**config.mk**
```make
export PLATFORM = sky130hd
export DESIGN_NAME = uart_tx
export DESIGN_NICKNAME = d
export VERILOG_FILES = /design/src/rtl/uart_pkg.sv /design/src/rtl/uart_tx.sv
export SDC_FILE = /design/constraint.sdc
export NUM_CORES = 1
export LEC_CHECK = 0
export ABC_CLOCK_PERIOD_IN_PS = 2100
export CAP_MARGIN = 20
export CORE_UTILIZATION = 45
export DETAILED_ROUTE_END_ITERATION = 10
export HOLD_SLACK_MARGIN = 0.12
export PLACE_DENSITY = 0.71
export SYNTH_ARGS = -nofsm -noshare
export SYNTH_HDL_FRONTEND = slang
export SYNTH_SLANG_ARGS = --single-unit
export TNS_END_PERCENT = 20
```
**constraint.sdc**
```tcl
create_clock -name i_clock -period 2.1 [get_ports i_clock]
set_clock_uncertainty 0.05 [all_clocks]
set_input_delay 0.63 -clock i_clock [delete_from_list [all_inputs] [get_ports i_clock]]
set_output_delay 0.63 -clock i_clock [all_outputs]
set_load 0.02 [all_outputs]
```
**src/rtl/uart_pkg.sv**
```systemverilog
// uart_pkg: shared UART definitions (FSM encodings, parity modes, frame defaults) for the TX and RX sides.
package uart_pkg;
    typedef enum logic [2:0] {
        ST_IDLE  = 3'd0,
        ST_START = 3'd1,
        ST_DATA  = 3'd2,
        ST_PAR   = 3'd3,
        ST_STOP  = 3'd4
    } state_t;
    localparam int PAR_NONE          = 0;
    localparam int PAR_EVEN          = 1;
    localparam int PAR_ODD           = 2;
    localparam int NB_DATA_DEF       = 8;
    localparam int TICKS_PER_BIT_DEF = 16;
endpackage

```
**src/rtl/uart_tx.sv**
```systemverilog
// uart_tx: tick-paced serial transmitter, start + NB_DATA bits LSB first + optional parity + stop.
// Ports: i_clock system clock; i_reset sync active-low reset; i_tick oversampling pulse;
//        i_tx_start/i_tx_data byte request (taken only when idle); o_tx serial line (idle high);
//        o_tx_done one-cycle end-of-frame pulse; o_tx_busy high from accept until done.
module uart_tx
    import uart_pkg::*;
#(
    parameter int NB_DATA       = NB_DATA_DEF,
    parameter int TICKS_PER_BIT = TICKS_PER_BIT_DEF,
    parameter int SB_TICK       = 16,
    parameter int PARITY        = PAR_NONE
) (
    input  logic               i_clock,
    input  logic               i_reset,
    input  logic               i_tick,
    input  logic               i_tx_start,
    input  logic [NB_DATA-1:0] i_tx_data,
    output logic               o_tx,
    output logic               o_tx_done,
    output logic               o_tx_busy
);
    localparam int CNT_MAX = (TICKS_PER_BIT > SB_TICK) ? TICKS_PER_BIT : SB_TICK;
    localparam int TW      = (CNT_MAX > 2) ? $clog2(CNT_MAX) : 1;
    localparam int BW      = (NB_DATA > 2) ? $clog2(NB_DATA) : 1;
    localparam logic [TW-1:0] BIT_LAST  = TW'(TICKS_PER_BIT - 1);
    localparam logic [TW-1:0] STOP_LAST = TW'(SB_TICK - 1);
    localparam logic [BW-1:0] IDX_LAST  = BW'(NB_DATA - 1);
    localparam logic HAS_PAR = (PARITY != PAR_NONE);
    localparam logic PAR_INV = (PARITY == PAR_ODD);

    state_t             r_state, w_state;
    logic [TW-1:0]      r_tick, w_tick;
    logic [BW-1:0]      r_bit, w_bit;
    logic [NB_DATA-1:0] r_shift, w_shift;
    logic               r_par, w_par;
    logic               r_tx, w_tx;
    logic               r_done, w_done;
    logic               r_busy, w_busy;
    logic               w_bit_end, w_stop_end;
    logic [TW-1:0]      w_tick_inc;

    assign w_bit_end  = i_tick && (r_tick == BIT_LAST);
    assign w_stop_end = i_tick && (r_tick == STOP_LAST);
    assign w_tick_inc = i_tick ? r_tick + TW'(1) : r_tick;

    // Line value is decided one cycle ahead so every output leaves a flop.
    always_comb begin
        w_state = r_state;
        w_tick  = w_tick_inc;
        w_bit   = r_bit;
        w_shift = r_shift;
        w_par   = r_par;
        w_tx    = r_tx;
        w_done  = 1'b0;
        w_busy  = r_busy;
        case (r_state)
            ST_IDLE: begin
                w_tick = '0;
                w_tx   = 1'b1;
                w_busy = 1'b0;
                if (i_tx_start) begin
                    w_state = ST_START;
                    w_shift = i_tx_data;
                    w_bit   = '0;
                    // Parity taken from the unshifted byte at accept time.
                    w_par   = (^i_tx_data) ^ PAR_INV;
                    w_tx    = 1'b0;
                    w_busy  = 1'b1;
                end
            end
            ST_START: if (w_bit_end) begin
                w_state = ST_DATA;
                w_tick  = '0;
                w_tx    = r_shift[0];
            end
            ST_DATA: if (w_bit_end) begin
                w_tick  = '0;
                w_shift = r_shift >> 1;
                if (r_bit == IDX_LAST) begin
                    w_state = HAS_PAR ? ST_PAR : ST_STOP;
                    w_tx    = HAS_PAR ? r_par : 1'b1;
                end else begin
                    w_bit = r_bit + BW'(1);
                    w_tx  = r_shift[1];
                end
            end
            ST_PAR: if (w_bit_end) begin
                w_state = ST_STOP;
                w_tick  = '0;
                w_tx    = 1'b1;
            end
            ST_STOP: if (w_stop_end) begin
                w_state = ST_IDLE;
                w_tick  = '0;
                w_tx    = 1'b1;
                w_done  = 1'b1;
                w_busy  = 1'b0;
            end
            default: begin
                w_state = ST_IDLE;
                w_tick  = '0;
                w_tx    = 1'b1;
                w_busy  = 1'b0;
            end
        endcase
    end

    always_ff @(posedge i_clock) begin
        if (!i_reset) begin
            r_state <= ST_IDLE;
            r_tick  <= '0;
            r_bit   <= '0;
            r_shift <= '0;
            r_par   <= 1'b0;
            r_tx    <= 1'b1;
            r_done  <= 1'b0;
            r_busy  <= 1'b0;
        end else begin
            r_state <= w_state;
            r_tick  <= w_tick;
            r_bit   <= w_bit;
            r_shift <= w_shift;
            r_par   <= w_par;
            r_tx    <= w_tx;
            r_done  <= w_done;
            r_busy  <= w_busy;
        end
    end

    assign o_tx      = r_tx;
    assign o_tx_done = r_done;
    assign o_tx_busy = r_busy;
endmodule
```
== Yosys cells after proc, flatten, opt, wreduce, memory -nomap -nowiden ==
Cells that the tools add are included.
Operators by class
  add/subtract/negate cells: 2
  equal/unequal tests: 14
  multiplexer cells: 24
  bitwise operators: 3
  reductions and logical operators: 13
Operator list (number)
  $mux W3: 9
  $mux W8: 2
  $pmux W8 S2: 1
  $pmux W3 S5: 1
  $ne A2 B2 Y1 const B: 7
  $mux W1: 8
  $eq A3 B2 Y1 const B: 2
  $eq A3 B3 Y1 const B: 2
  $pmux W3 S2: 1
  $reduce_and A3 Y1: 2
  $reduce_and A6 Y1: 1
  $reduce_or A3 Y1: 2
  $add A4 B1 Y4 const B: 1
  $eq A4 B4 Y1 const B: 1
  $pmux W1 S4: 1
  $reduce_and A2 Y1: 2
  $reduce_and A4 Y1: 1
  $reduce_or A4 Y1: 1
  $add A3 B1 Y3 const B: 1
  $eq A3 B1 Y1 const B: 1
  $logic_not A3 Y1: 1
  $not A1 Y1: 3
  $pmux W1 S3: 1
  $ne A2 B1 Y1 const B: 1
  3 further kinds: 3
Word-level totals
  register bits: 21
  output and inout port bits: 3
  logic and storage cells: 63

== Longest topological paths before layout ==
  depth in word-level cells: 4
  mapped depth: 6
  mapped depth without buffers: 6

== Worst setup path before layout ==
OpenSTA, ideal clock, no wires.
  path kind: in2reg
  from: input port i_tick
  to: register r_shift[0]
  setup time: 72 ps
  arrival: 1471 ps
  required time: 1978 ps
  path slack: 508 ps
  stages on the path: 5
  path through: and4_1 -> buf_6 -> nand2_4 -> a21oi_4 -> mux2i_1
Between the ends
  longest elaborated chain between the ends: 3
Ends and longest elaborated chain
  from (decl): RTL line uart_tx.sv:15  | input logic i_tick,
  $logic_and A1 B1 Y1: RTL line uart_tx.sv:42  | assign w_bit_end = i_tick && (r_tick == BIT_LAST);
  $ne A2 B2 Y1 (no source line)
  $reduce_and A3 Y1 (no source line)
  to (signal assigned): RTL line uart_tx.sv:122  | r_shift <= w_shift;
  to (decl): RTL line uart_tx.sv:34  | logic [NB_DATA-1:0] r_shift, w_shift;
No other way between the ends.
A chain may end at the register's enable or synchronous reset.

== Final worst setup path ==
  from: register r_busy (netlist: o_tx_busy)
  to: output port o_tx_busy
RTL lines
  from (decl): RTL line uart_tx.sv:38  | logic r_busy, w_busy;
  from (signal assigned): RTL line uart_tx.sv:126  | r_busy <= w_busy;
  to (decl): RTL line uart_tx.sv:20  | output logic o_tx_busy
No word-level cell between the ends.

==> key figures <==
Status
  – Outcome: finished clean

Final layout
  – Number of nets in the layout: 161
  – Most frequent cells in the layout: 21 x dfxtp_1, 14 x nand2_1, 14 x clkdlybuf4s50_1
  – Commonest non-fill, non-tap cell in the layout: dfxtp_1
  – Area Overhead vs Synth: 22.2%
  – Antenna diode count: 0
  – Share of cells above drive strength 1: 0.117

STA
  – RSZ-0062 raised after global routing: false
  – Slew headroom: 0.719
  – Hold Worst Slack: a little over 0.4 ns
  – Final hold vios: 0
  – Least-Margin Pin Slew: 0.422 ns
  – Tmin final: 1.98 ns
  – Final Cycle Share: 0.945
  – Final worst slack: 0.116 ns
  – Pins Over Slew Limit: 0
  – Fmax: 504 MHz
  – Final setup fails: 0

Setup path
  – Slowest CP cell: clkdlybuf4s50_1
  – Max incr delay on CP: roughly 0.62 ns
  – CP Cell Sequence: clkdlybuf4s50_1
  – Crit path max-delay family: buffers and inverters
  – R2R Setup Slk: ~0.46 ns
  – Reg2Reg Launch Point: r_bit[0]$_SDFFE_PN0P_
  – Reg-to-reg critical path endpoint: o_tx$_SDFFE_PN1P_
  – Crit Path Max Fanout: 3
  – Crit. End Element: primary output
  – Startpoint Class: flip-flop
  – R2R depth: 6
  – Crit Path Class: reg -> out
  – Buf+Inv Stages, Crit Path: 1
  – CP arrival: 1.30 ns
  – Req. time, crit path: 1.42 ns

Synthesis
  – Ys Warns: 0
  – Post-synth top area cell: dfxtp_1
  – Syn Std Cell Area: 1090 sq um
  – Net Count, Synth: ~140
  – Avg Cell Area, Syn: between 8 and 9 sq um
  – Share of the synthesized area in the top cell type: 0.386
  – Ys flop type: dfxtp_1
  – EDFF count, synth: 0
  – #FFs+latches synth: 21
  – Seq/Total Area, Yosys: 0.386
  – Synth cell types: 39
  – Mapped Cells: roughly 130
  – Top area cells in the synthesized netlist: dfxtp_1 39%, mux2i_1 7.3%, nand2_1 4.8%
  – Post-synth ARST share: 0

Route
  – Number of iterations in the first detailed-routing pass: 6
  – Final WL: 2.16 mm
  – DRT antenna net count: 0
  – Vias: 971
  – Vias per inst: 5.61
  – DR WL/cell: about 12 microns
  – DR iter-0 viols: 16
  – DRC Markers: 0

Die
  – Die X: 51.2 microns
  – Initial core utilization: 0.483
  – Top Ports: 15
  – Die Area: 2620 sq um
  – DIE HEIGHT: approximately 51 microns
  – Core Area: 2250 sq um
  – Row cnt: 17

Clock network
  – CTS tree: yes
  – CTS Hold Bufs: 0
  – Post-CTS Setup Inserts: 0
  – Clock transition at path regs: roughly 0.11 ns
  – Clock Path Buffers: 2
  – Later-pin clock latency in the skew report: between 0.3 and 0.4 ns
  – CTS root buf: clkbuf_4
  – Post-CTS sizing: 0
  – Num CTS Buffers: 3
  – CTS Sinks: 21
  – H-tree Lvls: 1

Pwr
  – P_leak: 0.502 nW
  – Pwr Density: 548 nW/um^2
  – Max VDD drop: slightly above 0.5 mV
  – Final total power: 730 uW

Job
  – Max-Cap Viols: 0

Global route
  – Met1 Use GR: 0.260
  – Met2 GRT Util: 0.320
  – Global route hottest layer: met2
  – First-pass GRT wire length: around 3.9 mm
  – Vias in the first global route: 949
  – Met3 GRT Util: 0.0536
  – Largest net degree at the start of global routing: 22
  – GRT Overall Usage: 0.200
  – Total gr overflow: 0
  – Initial antenna violation count: 0

Hold path
  – Worst hold path class: reg -> reg
  – Hold Crit Endpoint: r_shift[4]$_SDFFE_PN0P_
  – Hold depth: 2
  – Hold path start: r_shift[4]$_SDFFE_PN0P_

Placement
  – Gpl congestion: 0.859
  – Placed wire-length estimate: around 1.6 mm
  – Setup slack at placement: -0.00949 ns
  – I/O Buffers: 14
## flip-flops by register name (all words and copies together), names as in the netlist
name,count
o_tx,1
o_tx_busy,1
o_tx_done,1
r_bit,3
r_shift,8
r_state,3
r_tick,4
## worst max path at each step
stage | startpoint | end | slack [ns] | cells after the start
3_3_place_gp | i_tick | r_shift[5]$_SDFFE_PN0P_ | 0.03 | 6
6_report | o_tx_busy$_SDFFE_PN0P_ | o_tx_busy | 0.12 | 1
4_1_cts | o_tx_busy$_SDFFE_PN0P_ | o_tx_busy | 0.10 | 1
2_1_floorplan | i_tick | r_shift[0]$_SDFFE_PN0P_ | 0.51 | 5
5_1_grt | o_tx_busy$_SDFFE_PN0P_ | o_tx_busy | 0.06 | 1
3_5_place_dp | i_tick | r_shift[6]$_SDFFE_PN0P_ | -0.009 | 6
## synth_stat cells, drive strengths merged (2+ instances only)
master	number
ha	3
nand2b	7
nand4	3
nand2	15
mux2i	8
nor2	11
buf	3
o211ai	6
o21ai	5
inv	2
clkbuf	5
nor3	3
a21oi	7
dfxtp	21
o31ai	3
nand3	4
xor2	2
## worst register-to-register path, delay by kind of cell, from the launching register on
family / cells / cell delay [ns]
AO/OA/AOI/OAI: 3 / 0.44
AND/OR/NAND/NOR: 1 / 0.26
adder cells (fa/ha/maj): 2 / 0.46
flip-flops: 1 / 0.34
## cells by family (layout without fill, tap and decap cells)
family | after synthesis | count (layout) | share of synthesized area
DFF | 21 | 21 | 0.386
buffers and inverters | 10 | 29 | 0.0436
AOI/OAI and AO/OA | 31 | 31 | 0.204
xor gates and xnor gates | 3 | 3 | 0.0241
adders and majority gates | 3 | 3 | 0.0344
and+or+nand+nor | 50 | 50 | 0.234
muxes | 8 | 8 | 0.0735
## stage by stage
step	area (sq um)	util	setup TNS, ns	std cells
after floorplan	1090	-	0	126
after detailed placement	1310	0.579	-0.00949	169
after CTS	1330	0.590	0	173
final	1330	0.590	0	173
after global routing	1330	0.590	0	173
after global placement	1310	0.579	0	169
## power by group
group | total [mW] | internal, mW | switching, mW
Clock | 0.195 | 0.0742 | 0.121
Combinational | 0.109 | 0.0603 | 0.0487
Sequential | 0.426 | 0.414 | 0.0117
Total | 0.730 | 0.548 | 0.182
## layer usage
metal | share of wire | wire length, microns
met1 | 0.47 | 1010
met2 | 0.47 | 1020
met3 | 0.045 | 97
met4 | 0.011 | 23
met5 | 0 | 0
## cell type report
type,count,area [sq um]
fill,214,923
multi-input combinational,95,622
clock buffer,4,26.3
inverter,2,7.51
sequential,21,420
tap,28,35.0
timing repair buffer,23,220
(Power assumes the default switching activity.)
